### src/rtl/hex_capture_display.sv
// hex_capture_display: captures nibbles from the mux `chosen` output into a
// 4-deep history buffer and scans them onto a 4-digit common-anode display.
// Optional build macro HEX_SCAN_GUARD_EN inserts a 1-cycle all-off blanking
// slot on every scan advance to suppress ghosting between digits.
module hex_capture_display #(
    parameter int REFRESH_CYCLES = 50000,
    parameter int CNT_W          = 16
) (
    input  logic       clk,
    input  logic       reset,
    input  logic [3:0] din,
    input  logic       capture,
    input  logic       clear,
    output logic [6:0] hex_seg,
    output logic [3:0] digit_en,
    output logic [2:0] count,
    output logic       full,
    output logic       overflow
);

    typedef enum logic [1:0] {
        DIG0 = 2'd0,
        DIG1 = 2'd1,
        DIG2 = 2'd2,
        DIG3 = 2'd3
    } scan_t;

    localparam logic [CNT_W-1:0] REF_LAST = CNT_W'(REFRESH_CYCLES - 1);

    logic [3:0][3:0] hist_q, hist_d;
    logic [2:0]      count_q, count_d;
    logic            overflow_q, overflow_d;
    logic            capture_q;
    logic [CNT_W-1:0] refCnt_q, refCnt_d;
    scan_t           scan_q, scan_d;
    logic [6:0]      seg_q, seg_d;
    logic [3:0]      en_q, en_d;

    logic            capPulse;
    logic            refWrap;
    logic [1:0]      scanIdx;

    assign capPulse = capture & ~capture_q;
    assign refWrap  = (refCnt_q == REF_LAST);
    assign scanIdx  = scan_q;

    assign hex_seg  = seg_q;
    assign digit_en = en_q;
    assign count    = count_q;
    assign full     = (count_q == 3'd4);
    assign overflow = overflow_q;

    // Segment pattern for one hex digit; active-low, bit0 = a ... bit6 = g.
    function automatic logic [6:0] font(input logic [3:0] nib);
        logic [6:0] seg;
        case (nib)
            4'h0:    seg = 7'b1000000;
            4'h1:    seg = 7'b1111001;
            4'h2:    seg = 7'b0100100;
            4'h3:    seg = 7'b0110000;
            4'h4:    seg = 7'b0011001;
            4'h5:    seg = 7'b0010010;
            4'h6:    seg = 7'b0000010;
            4'h7:    seg = 7'b1111000;
            4'h8:    seg = 7'b0000000;
            4'h9:    seg = 7'b0010000;
            4'hA:    seg = 7'b0001000;
            4'hB:    seg = 7'b0000011;
            4'hC:    seg = 7'b1000110;
            4'hD:    seg = 7'b0100001;
            4'hE:    seg = 7'b0000110;
            default: seg = 7'b0001110;
        endcase
        return seg;
    endfunction

    // History buffer: clear wins over a capture edge; a capture while full only flags overflow.
    always_comb begin
        hist_d     = hist_q;
        count_d    = count_q;
        overflow_d = overflow_q;
        if (clear) begin
            hist_d     = '0;
            count_d    = 3'd0;
            overflow_d = 1'b0;
        end else if (capPulse) begin
            if (full) begin
                overflow_d = 1'b1;
            end else begin
                hist_d[3] = hist_q[2];
                hist_d[2] = hist_q[1];
                hist_d[1] = hist_q[0];
                hist_d[0] = din;
                count_d   = count_q + 3'd1;
            end
        end
    end

    // Refresh timer: free-running 0..REFRESH_CYCLES-1, independent of clear.
    always_comb begin
        refCnt_d = refWrap ? '0 : refCnt_q + 1'b1;
    end

    // Scan next-state and next output values; the outputs reflect the current digit one cycle later.
    always_comb begin
        scan_d = scan_q;
        if (refWrap) begin
            unique case (scan_q)
                DIG0:    scan_d = DIG1;
                DIG1:    scan_d = DIG2;
                DIG2:    scan_d = DIG3;
                default: scan_d = DIG0;
            endcase
        end

        en_d          = 4'hF;
        en_d[scanIdx] = 1'b0;
        seg_d         = ({1'b0, scanIdx} < count_q) ? font(hist_q[scanIdx]) : 7'h7F;
`ifdef HEX_SCAN_GUARD_EN
        if (refWrap) begin
            en_d  = 4'hF;
            seg_d = 7'h7F;
        end
`endif
    end

    // State and output registers; reset drops everything to a dark, empty display.
    always_ff @(posedge clk or posedge reset) begin
        if (reset) begin
            hist_q     <= '0;
            count_q    <= 3'd0;
            overflow_q <= 1'b0;
            capture_q  <= 1'b0;
            refCnt_q   <= '0;
            scan_q     <= DIG0;
            seg_q      <= 7'h7F;
            en_q       <= 4'hF;
        end else begin
            hist_q     <= hist_d;
            count_q    <= count_d;
            overflow_q <= overflow_d;
            capture_q  <= capture;
            refCnt_q   <= refCnt_d;
            scan_q     <= scan_d;
            seg_q      <= seg_d;
            en_q       <= en_d;
        end
    end

endmodule

### config.mk
export PLATFORM = sky130hd
export DESIGN_NAME = hex_capture_display
export DESIGN_NICKNAME = d
export VERILOG_FILES = /design/src/rtl/hex_capture_display.sv
export SDC_FILE = /design/constraint.sdc
export NUM_CORES = 1
export LEC_CHECK = 0
export CORE_MARGIN = 1.5
export CORE_UTILIZATION = 51
export CTS_CLUSTER_DIAMETER = 40
export CTS_CLUSTER_SIZE = 24
export DETAILED_ROUTE_END_ITERATION = 8
export PLACE_DENSITY = 0.72
export SLEW_MARGIN = 20
export SYNTH_ARGS = -nofsm -noshare
export SYNTH_HDL_FRONTEND = slang
export SYNTH_SLANG_ARGS = --single-unit
export TNS_END_PERCENT = 30
### constraint.sdc
create_clock -name clk -period 1.8 [get_ports clk]
set_input_delay 0.36 -clock clk [delete_from_list [all_inputs] [get_ports clk]]
set_output_delay 0.36 -clock clk [all_outputs]
set_load 0.01 [all_outputs]
==> results.cfg <==
[clocking]
clk_pin_slew_ns = 0.10
tritoncts = yes
clock_sinks = 50
htreeDepth = 2
clockBufferDepth = 2
cts_buffers = 5
insertion_delay_ns = 0.30
clock-root-buffer = clkbuf_8

[finish]
fin_nets = 301
multi_input_area_mm2 = 0.00112
area_growth_pct = 26.0
layout-drive-gt1-share_pct = 22.5
fill_cells = 346
final_cells = 332
final_common_cell = nand2_1
layout.area.seq_mm2 = 0.00127
num_antenna_cells = 0
layout_common_cells = 42 x nand2_1, 38 x dfrtp_1, 23 x buf_4

[sta]
period_needed_ns = 1.81
fin_skew_ns = 0.0144
drv_slew = 0
hold_viol_final = 0
max_slew_margin_pct = 79.1
rsz0062_at_grt = yes
setup_slack_ns = -0.00688
tightest_slew_ns = 0.311
setup_viol = 1
hold_ws_ns = 0.492
min_period_over_period_pct = 100
max_freq_mhz = 553

[floorplan]
core_mm2 = 0.00447
io_pins = 24
die_h_um = 72.0
initial_core_util_pct = 54.2
die-area_mm2 = 0.00518
dieWidth_um = 72.0
row_count = 24

[synth]
syn_nets = 252
synth_edf_count = 0
yosysWarningCount = 0
synthCells = 230
synth_area_mm2 = 0.00242
synth_seq_cells = 50
synth-main-ff-cell = dfrtp_1
async_reset_ff_share_pct = 100
synthTopCellsByArea = dfrtp_1 40%, dfstp_2 12%, ha_1 7.2%, nand2_1 6.5%, a21oi_1 4.1%
ys_seq_area_share_pct = 52.2
avgSynthCellArea_um2 = 10.5
synth_top_area_share_pct = 40.2
yosysTopAreaCell = dfrtp_1
synth.distinct_cells = 37

[global_route]
overflow = 0
antenna_found_initial = 0
grt_max_degree = 40
track_usage_pct = 19.1
grt_pass1_vias = 1625
grt_pass1_wl_mm = 7.60

[routing]
antenna_left = 0
via_per_inst = 5.37
dr.pass1.iters = 4
postRouteWirelength_mm = 4.65
vias = 1782
drt-initial-drc-count = 176
post_drt_wl_per_cell_um = 14.0
drc = 0

[worst_setup_path]
path_buf_inv = 0
end_kind = register
start_kind = register
cp_data_required_time_ns = 2.02
crit_slowest_cell = mux4_2
critPathKind = reg -> reg
crit_family = multiplexers
cp.arrival_ns = 2.03
worst_path_largest_cell_delay_ns = 0.60
cp_cell_sequence = mux4_2 -> ha_4 -> or3b_4 -> o221ai_2 -> nand2_1
path_max_fanout = 5

[power]
swShare_pct = 23.9
pwr-share-comb_pct = 11.4
irDropWorstVdd_mv = 0.661
switchingPower_uw = 487
power.density_mw_per_mm2 = 666
power_frac_seq_pct = 57.6
power_leakage_nw = 1.33
internal-power_mw = 1.55
pwr-share-clk_pct = 31.0

[run]
drv_cap = 0

[placed_design]
port_buffers = 23
gp_congestion = 0.815
place_inst = 321
dp_hpwl_mm = 3.15
post-place-ws_ns = -0.0331

[hold_path]
min_path_type = reg -> reg

[outcome]
violations = negative setup slack
status = finished with violations
-- layout make-up --
cell class / count / share of cell area (%)
sequential: 50 / 41.4
multi-input combinational: 157 / 36.8
timing repair buffer: 49 / 14.8
clock buffer: 6 / 2.38
tap: 52 / 2.13
inverter: 16 / 1.97
clock inverter: 2 / 0.450
-- cell usage after synthesis (all sizes together), types with 5 or more instances --
library cell	instances
nand2	42
dfrtp	39
a21oi	20
inv	16
nor2	15
ha	14
dfstp	11
xnor2	11
nand3	6
xor2	6
nand4	5
o221ai	5
-- final timing paths --
kind / start / to / slack, ns / cells after the start
max: scanIdx[0]$_DFFE_PP0N_ / hex_seg[0]$_DFF_PP1_ / -0.007 / 5
min: refCnt_q[0]$_DFF_PP0_ / refCnt_q[0]$_DFF_PP0_ / 0.49 / 1
min reg2reg: refCnt_q[0]$_DFF_PP0_ / refCnt_q[0]$_DFF_PP0_ / 0.49 / 1
max in group asynchronous: reset / scanIdx[0]$_DFFE_PP0N_ / 1.02 / 3
min in group asynchronous: reset / digit_en[0]$_DFF_PP1_ / 0.55 / 2
max reg2reg: scanIdx[0]$_DFFE_PP0N_ / hex_seg[0]$_DFF_PP1_ / -0.007 / 5
-- cell families (layout without fill, tap and decap cells) --
kind of cell | count (synthesis) | count (layout) | synth area share (%)
fa+ha+maj | 14 | 14 | 7.22
mux | 8 | 9 | 5.57
compound gates | 32 | 32 | 8.15
buf+inv | 24 | 73 | 4.54
flops | 50 | 50 | 52.2
xor+xnor | 17 | 17 | 6.14
simple gates | 85 | 85 | 16.2
-- what timing repair did --
item,4_1_cts,5_1_grt
gates cloned,0,1
hold buffers,0,0
setup buffers,1,1
setup endpoints to repair,6,14
gates resized for setup,5,10
pin swaps,1,5
-- sequential cells by signal (all words and copies together), names as in the netlist --
signal / flops
capture_q: 1
count: 3
digit_en: 4
hex_seg: 7
hist_q: 16
overflow: 1
refCnt_q: 16
scanIdx: 2
-- routing by layer --
layer / vias to the layer above / routed length (um) / share of wire [%] / global-route usage [%]
met5: - / 0 / 0 / 0
met4: 0 / 30 / 0.65 / 5.03
met3: 2 / 155 / 3.3 / 5.14
met2: 27 / 2140 / 46 / 28.3
met1: 877 / 2320 / 50 / 28.1
li1: 876 / - / - / -
-- per-stage QoR --
step                      power, mW   TNS, ns  util [%]  cell area (um2)
after floorplan                1.31   -0.0369         -             2430
after global placement         1.41         0      64.5             2880
after detailed placement       1.41   -0.0941      64.5             2880
after CTS                      2.04         0      66.6             2980
after global routing           2.14    -0.385      68.3             3060
final                          2.04  -0.00688      68.3             3060
-- power by group through the flow --
stage / sequential [mW] / combinational (mW) / clock (mW)
global placement: 1.19 / 0.216 / 0
finish: 1.17 / 0.233 / 0.631
detailed placement: 1.19 / 0.219 / 0
CTS: 1.17 / 0.223 / 0.646
floorplan: 1.20 / 0.102 / 0
global route: 1.18 / 0.259 / 0.703
No activity file was read; power rests on OpenSTA's default activity.
